<file path="src/rtl/tx_serializer_pkg.sv">
// Shared state encoding and frame-bit constants for the transmit serializer.
// Pure declarations: no timing and no flow control of its own.
package tx_pkg;

    typedef enum logic [2:0] {
        IDLE  = 3'd0,
        START = 3'd1,
        DATA  = 3'd2,
        STOP  = 3'd3,
        DONE  = 3'd4
    } tx_state_e;

    localparam logic START_BIT = 1'b0;
    localparam logic STOP_BIT  = 1'b1;

endpackage

</file>
<file path="src/rtl/tx_serializer_if.sv">
// Controller-to-serializer bundle: request level, read data, chip enable, serial line and status.
// The controller holds TxData as a level until it observes the one-cycle TxDone pulse.
interface tx_serializer_if #(
    parameter int DATA_WIDTH = 8
);
    logic                  Active;
    logic                  TxData;
    logic [DATA_WIDTH-1:0] DataIn;
    logic                  SerOut;
    logic                  TxBusy;
    logic                  TxDone;

    modport master (
        output Active,
        output TxData,
        output DataIn,
        input  SerOut,
        input  TxBusy,
        input  TxDone
    );

    modport slave (
        input  Active,
        input  TxData,
        input  DataIn,
        output SerOut,
        output TxBusy,
        output TxDone
    );
endinterface

</file>
<file path="src/rtl/tx_serializer_bit_timer.sv">
// Bit-period timer: counts BIT_CYCLES clocks and flags the last one with bit_tick_o.
// One tick every BIT_CYCLES cycles after clear; clr_i holds the count at zero.
module bit_timer #(
    parameter int BIT_CYCLES = 4
) (
    input  logic clk_i,
    input  logic rst_i,
    input  logic clr_i,
    output logic bit_tick_o
);
    localparam int CW = (BIT_CYCLES > 1) ? $clog2(BIT_CYCLES) : 1;
    localparam logic [CW-1:0] LAST_CYCLE = CW'(BIT_CYCLES - 1);

    logic [CW-1:0] cnt_q;
    logic [CW-1:0] cnt_d;

    assign bit_tick_o = (cnt_q == LAST_CYCLE);

    always_comb begin
        cnt_d = cnt_q + CW'(1);
        if (clr_i || bit_tick_o) begin
            cnt_d = '0;
        end
    end

    always_ff @(posedge clk_i) begin
        if (rst_i) begin
            cnt_q <= '0;
        end else begin
            cnt_q <= cnt_d;
        end
    end
endmodule

</file>
<file path="src/rtl/tx_serializer.sv">
// Captures a memory word on a TxData request and sends it as start bit, data LSB first, stop bit.
// Frame is (DATA_WIDTH+2)*BIT_CYCLES cycles after the request edge, then a one-cycle TxDone; no input backpressure.
module tx_serializer
    import tx_pkg::*;
#(
    parameter int DATA_WIDTH = 8,
    parameter int BIT_CYCLES = 4
) (
    input  logic            Clk,
    input  logic            Reset,
    tx_serializer_if.slave  bus
);
    localparam int BIW = $clog2(DATA_WIDTH) + 1;
    localparam logic [BIW-1:0] LAST_BIT = BIW'(DATA_WIDTH - 1);

    tx_state_e             state_q;
    logic [DATA_WIDTH-1:0] shift_q;
    logic [DATA_WIDTH-1:0] shift_d;
    logic [BIW-1:0]        bit_idx_q;
    logic                  armed_q;
    logic                  ser_q;
    logic                  busy_q;
    logic                  done_q;
    logic                  bit_tick;
    logic                  timer_clr;

    assign shift_d   = shift_q >> 1;
    assign timer_clr = (state_q == IDLE) || (state_q == DONE);

    bit_timer #(
        .BIT_CYCLES (BIT_CYCLES)
    ) u_bit_timer (
        .clk_i      (Clk),
        .rst_i      (Reset),
        .clr_i      (timer_clr),
        .bit_tick_o (bit_tick)
    );

    always_ff @(posedge Clk) begin
        if (Reset) begin
            state_q   <= IDLE;
            shift_q   <= '0;
            bit_idx_q <= '0;
            armed_q   <= 1'b1;
            ser_q     <= STOP_BIT;
            busy_q    <= 1'b0;
            done_q    <= 1'b0;
        end else begin
            // A request level must drop once before it can start another frame.
            if (!bus.TxData) begin
                armed_q <= 1'b1;
            end
            done_q <= 1'b0;

            case (state_q)
                IDLE: begin
                    if (bus.TxData && bus.Active && armed_q) begin
                        shift_q   <= bus.DataIn;
                        armed_q   <= 1'b0;
                        bit_idx_q <= '0;
                        ser_q     <= START_BIT;
                        busy_q    <= 1'b1;
                        state_q   <= START;
                    end
                end
                START: begin
                    if (bit_tick) begin
                        ser_q   <= shift_q[0];
                        state_q <= DATA;
                    end
                end
                DATA: begin
                    if (bit_tick) begin
                        shift_q <= shift_d;
                        if (bit_idx_q == LAST_BIT) begin
                            ser_q   <= STOP_BIT;
                            state_q <= STOP;
                        end else begin
                            ser_q     <= shift_d[0];
                            bit_idx_q <= bit_idx_q + BIW'(1);
                        end
                    end
                end
                STOP: begin
                    if (bit_tick) begin
                        done_q  <= 1'b1;
                        state_q <= DONE;
                    end
                end
                DONE: begin
                    busy_q  <= 1'b0;
                    state_q <= IDLE;
                end
                default: begin
                    ser_q   <= STOP_BIT;
                    busy_q  <= 1'b0;
                    state_q <= IDLE;
                end
            endcase
        end
    end

    assign bus.SerOut = ser_q;
    assign bus.TxBusy = busy_q;
    assign bus.TxDone = done_q;
endmodule

</file>
<file path="src/flat_wrapper.sv">
// flat-port wrapper written by rule: the top's interface ports become plain ports
module tx_serializer_flat import tx_pkg::*;
#(
    parameter int DATA_WIDTH = 8,
    parameter int BIT_CYCLES = 4
)
  (Clk, Reset, bus_Active, bus_TxData, bus_DataIn, bus_SerOut, bus_TxBusy, bus_TxDone);
  tx_serializer_if #(.DATA_WIDTH(DATA_WIDTH)) bus_i ();
  input  logic Clk;
  input  logic Reset;
  input wire logic [$bits(bus_i.Active)-1:0] bus_Active;
  input wire logic [$bits(bus_i.TxData)-1:0] bus_TxData;
  input wire logic [$bits(bus_i.DataIn)-1:0] bus_DataIn;
  output wire logic [$bits(bus_i.SerOut)-1:0] bus_SerOut;
  output wire logic [$bits(bus_i.TxBusy)-1:0] bus_TxBusy;
  output wire logic [$bits(bus_i.TxDone)-1:0] bus_TxDone;
  assign bus_i.Active = bus_Active;
  assign bus_i.TxData = bus_TxData;
  assign bus_i.DataIn = bus_DataIn;
  assign bus_SerOut = bus_i.SerOut;
  assign bus_TxBusy = bus_i.TxBusy;
  assign bus_TxDone = bus_i.TxDone;
  tx_serializer #(.DATA_WIDTH(DATA_WIDTH), .BIT_CYCLES(BIT_CYCLES)) u_core (.Clk(Clk), .Reset(Reset), .bus(bus_i));
endmodule
</file>
<file path="config.mk">
export PLATFORM = sky130hd
export DESIGN_NAME = tx_serializer_flat
export DESIGN_NICKNAME = d
export VERILOG_FILES = /design/src/rtl/tx_serializer_pkg.sv /design/src/rtl/tx_serializer_if.sv /design/src/rtl/tx_serializer_bit_timer.sv /design/src/rtl/tx_serializer.sv /design/src/flat_wrapper.sv
export SDC_FILE = /design/constraint.sdc
export NUM_CORES = 1
export LEC_CHECK = 0
export ABC_AREA = 1
export BUFFER_PORTS_ARGS = -buffer_cell sky130_fd_sc_hd__buf_4
export CAP_MARGIN = 40
export CORE_MARGIN = 3
export CORE_UTILIZATION = 50
export DETAILED_ROUTE_END_ITERATION = 10
export HOLD_SLACK_MARGIN = 0.12
export PLACE_DENSITY_LB_ADDON = 0.3
export SLEW_MARGIN = 5
export SYNTH_ARGS = -nofsm -noshare
export SYNTH_HDL_FRONTEND = slang
export SYNTH_HIERARCHICAL = 1
export SYNTH_SLANG_ARGS = --single-unit
</file>
<file path="constraint.sdc">
create_clock -name Clk -period 3.5 [get_ports Clk]
set_clock_uncertainty 0.2 [all_clocks]
set_input_delay 0.7 -clock Clk [delete_from_list [all_inputs] [get_ports Clk]]
set_output_delay 0.7 -clock Clk [all_outputs]
set_load 0.1 [all_outputs]
</file>
# ---- Yosys cells after proc, flatten, opt, wreduce, memory -nomap -nowiden
# Index checks and enable logic that the tools add are counted.
dict set report word_totals {
  ff_bits 21
}
dict set report op_classes {
  n_addsub 2
  eq_ne 12
  mux 24
  bitwise 3
  reduce_logical 15
}
# cell n
set op_table {}
lappend op_table {{$mux 8} 2}
lappend op_table {{$pmux 8 s2} 1}
lappend op_table {{$mux 3} 5}
lappend op_table {{$mux 4} 3}
lappend op_table {{$pmux 3 s4} 1}
lappend op_table {{$ne 2x2->1 const B} 5}
lappend op_table {{$mux 1} 9}
lappend op_table {{$pmux 4 s2} 1}
lappend op_table {{$reduce_and 4->1} 2}
lappend op_table {{$eq 3x2->1 const B} 2}
lappend op_table {{$reduce_or 2->1} 3}
lappend op_table {{$reduce_and 5->1} 1}
lappend op_table {{$add 4x1->4 const B} 1}
lappend op_table {{$eq 4x3->1 const B} 1}
lappend op_table {{$pmux 1 s4} 1}
lappend op_table {{$eq 3x1->1 const B} 1}
lappend op_table {{$eq 3x3->1 const B} 1}
lappend op_table {{$logic_not 3->1} 1}
lappend op_table {{$not 1->1} 3}
lappend op_table {{$reduce_and 3->1} 1}
lappend op_table {{$reduce_or 3->1} 1}
lappend op_table {{$add 2x1->2 const B} 1}
lappend op_table {{$eq 2x2->1 const B} 1}
lappend op_table {{$logic_and 1x1->1} 2}
lappend op_table {{other kinds (5)} 6}

# ---- Logic depth before layout (Yosys ltp)
dict set report logic_depth {
  depth_word 4
  mapped_depth 9
  ltp_nobuf 8
}

# ---- Hierarchy
# The synthesis kept the hierarchy.
# mod instances cells_each area_each_um2 seq_area_each_um2
set modules_own_cells {}
lappend modules_own_cells {tx_serializer 1 149 1004.7 380.4}
lappend modules_own_cells {bit_timer 1 9 75.1 40.0}

# ---- Worst setup path before layout
# OpenSTA, ideal clock, no wires.
dict set report synth_timing {
  kind {register -> output}
  from {register u_core.ser_q, in the netlist u_core/bus.SerOut}
  to {output bus_SerOut}
  t_arrival_ns 0.925
  slack_ns 1.675
  stages_incl_launch_ff 1
  path_buffers 0
  cell_sequence {dfxtp_1}
}
# item line_no
set synth_rtl {}
lappend synth_rtl {{from (decl)} tx_serializer.sv:21} ;# logic ser_q;
lappend synth_rtl {{from (signal assigned)} tx_serializer.sv:68} ;# ser_q <= shift_q[0];
lappend synth_rtl {{from (signal assigned)} tx_serializer.sv:79} ;# ser_q <= shift_d[0];
lappend synth_rtl {{to (decl)} flat_wrapper.sv:14} ;# output wire logic [$bits(bus_i.SerOut)-1:0] bus_SerOut;
# No word-level cell between the ends.

# ---- Worst setup path after layout
dict set report layout_timing {
  from {register u_core.ser_q, in the netlist u_core/bus.SerOut}
  to {output bus_SerOut}
}
# No word-level cell between the ends.

==> flow_summary_export.csv <==
group,metric,value,unit
synthesis,syn_area,0.001080,sq mm
setup_path,regToRegStartpoint,"u_core/state_q[2]",
cts,cts-hold-fix-buffers,0,
floorplanning,start_util,0.5394,
synthesis,netlist_instances,158,
placement,portBuffers,14,
grt,grt_max_degree,13,
final_layout,fin_cells,198,
placement,gp_congestion,0.9222,
setup_path,cpMaxStageDelayCell,"dfxtp_1",
grt,grt_pass1_vias,928,
route,wirelength,2206,um
final_layout,final_util,0.6050,
synthesis,syn_nets,172,
grt,grt_pass1_wl,3788,um
cts,post_cts_buffers,0,
hold_path,worstHoldStart,"u_core/u_bit_timer/cnt_q[0]",
setup_path,critPathMaxStageDelay,360,ps
timing,hold_violations,0,
synthesis,syn_avg_cell_area,6.834,sq um
synthesis,ys_seq_elements,21,
placement,place_inst,194,
final_layout,drive_above_1_share,0.1696,
timing,fin_crit,1868,ps
setup_path,cp.arrival,970,ps
floorplanning,die_area,0.002753,sq mm
route,drc,0,
final_layout,nFillCells,207,
floorplanning,core,0.002002,sq mm
setup_path,required,2600,ps
pwr,p_leak,0.0005542,uW
setup_path,crit_family,"flip-flops",
placement,dp_hpwl,1648,um
synthesis,synth_seq_area_share,0.3893,
floorplanning,dieWidth,52.47,um
grt,grt_usage,0.1849,
synthesis,ys_warn_count,6,
timing,rsz0062_at_grt,"no",
route,wl_per_cell,11.14,um
setup_path,critPathCaptureType,"primary output",
placement,preCtsSetupSlack,1596,ps
route,drt_iter0_drc,18,
timing,relSlewSlack,0.7758,
final_layout,area_growth,12.17,%
cts,h-tree-depth,1,
final_layout,nNetsFinal,186,
timing,min_period_over_period,0.5338,
synthesis,yosysUniqueCellTypes,22,
cts,clock-sinks,21,
timing,tns,0,ps
timing,final-max-slew-violation-count,0,
cts,clk_latency,310,ps
route,drtAntennaViolNets,0,
floorplanning,die_h,52.47,um
final_layout,antenna_cells,0,
route,dr.pass1.iters,4,
route,routed_via_density,5.101,
setup_path,path_depth,1,
timing,worst_slew_pin_slew,335.8,ps
floorplanning,ioPinCount,15,
grt,globalRoute.totalOverflow,0,
setup_path,startpoint_type,"register",
setup_path,worstSetupPathType,"register to primary output",
pwr,irDropWorstVdd,0.4212,mV
final_layout,regArea,420.4,sq um
outcome,outcome,"finished clean",
hold_path,hold_path_class,"register to register",
cts,clockBufferDepth,2,
timing,finalSetupViolations,0,
grt,grt_antenna_before_repair,0,
cts,post_cts_resized,0,
cts,cts_root_buf,"clkbuf_4",
hold_path,worstHoldPathCells,1,
setup_path,crit_path_start,"u_core/bus.SerOut",
floorplanning,placementRows,16,
setup_path,cp_cell_sequence,"buf_4",
setup_path,r2r_cells,7,
route,num_vias,1010,
cts,cts_inserted_buffers,3,
cts,path_clk_slew,120,ps
timing,worst_slack,1632,ps
timing,max_freq,535.3,MHz
flow_run,maxCapViolations,0,
final_layout,multi_input_area,574.3,sq um
setup_path,cp_max_fo,2,
cts,cts_tree,"yes",
setup_path,path_buf_inv,1,
pwr,power_density,788.7,mW/mm^2
[placed cells by master, fill, tap and decap left out, drive strengths merged]
cell type,synthesis,final
clkbuf,2,3
dfxtp,21,21
nor4,2,2
a21oi,6,6
nand2,50,50
nand3,12,12
buf,3,14
nor2,31,31
clkinv,0,1
inv,12,12
xor2,1,1
o21ai,15,15
ha,2,2
nor3b,1,1
[per-stage QoR]
step           hold WS (ps)  instance area (sq um)  total power, uW
6_report              232.2                   1211            955.2
5_1_grt               266.5                   1211             1035
3_5_place_dp          218.8                   1184            842.0
4_1_cts               236.7                   1211            960.6
3_3_place_gp          206.1                   1184            828.2
2_1_floorplan         197.3                   1080            752.5
[area by class of cell]
type                    count  share of cell area
multi-input cells         120              0.4742
flip-flops and latches     21              0.3471
repair buffers             14             0.08678
inverters                  12             0.04132
well taps                  27             0.02789
clock buffers               3             0.01860
clock inverters             1            0.004132
[sequential cells by signal, indices dropped and copies added, names as in the netlist]
register / count
u_core/bit_idx_q: 4
u_core/bus.TxDone: 1
u_core/state_q: 3
u_core/armed_q: 1
u_core/u_bit_timer/cnt_q: 2
u_core/bus.TxBusy: 1
u_core/bus.SerOut: 1
u_core/shift_q: 8
[layer usage]
metal,vias to the layer above,track usage,part of all wire
li1,533,-,-
met1,450,0.2175,0.44
met2,23,0.3306,0.49
met3,4,0.02564,0.056
met4,0,0.07660,0.012
met5,-,0,0
[cells in the mapped netlist, drive strengths merged]
cell / n / area [sq um]
clkbuf: 2 / 7.510
inv: 12 / 50.05
nand2: 50 / 200.2
buf: 3 / 27.52
nor2: 31 / 133.9
a21oi: 6 / 30.03
nand3: 12 / 65.06
xor2: 1 / 8.760
nor4: 2 / 12.51
nor3b: 1 / 12.51
o21ai: 15 / 86.34
ha: 2 / 25.02
dfxtp: 21 / 420.4
[power by group]
part | total (uW) | internal, uW | leakage (uW) | switching [uW]
logic | 466 | 148 | 0.000364 | 318
registers | 371 | 311 | 0.000172 | 60.0
clock network | 118 | 42.7 | 0.0000177 | 75.2
[final timing paths]
| check | slack (ps) | end |
|---|---|---|
| worst max-delay path | 1630 | bus_SerOut |
| worst min-delay path | 230 | u_core/u_bit_timer/cnt_q[0] |
| worst max register to register | 1760 | u_core/shift_q[6] |
| worst min register to register | 230 | u_core/u_bit_timer/cnt_q[0] |
[cell families (layout without fill, tap and decap cells)]
logic type,after synthesis,in the layout,synth area share
compound gates,21,21,0.1078
xor+xnor,1,1,0.008113
simple gates,96,96,0.3928
buf+inv,17,30,0.07879
fa+ha+maj,2,2,0.02317
flops,21,21,0.3893
Power figures use the tool's default switching activity.
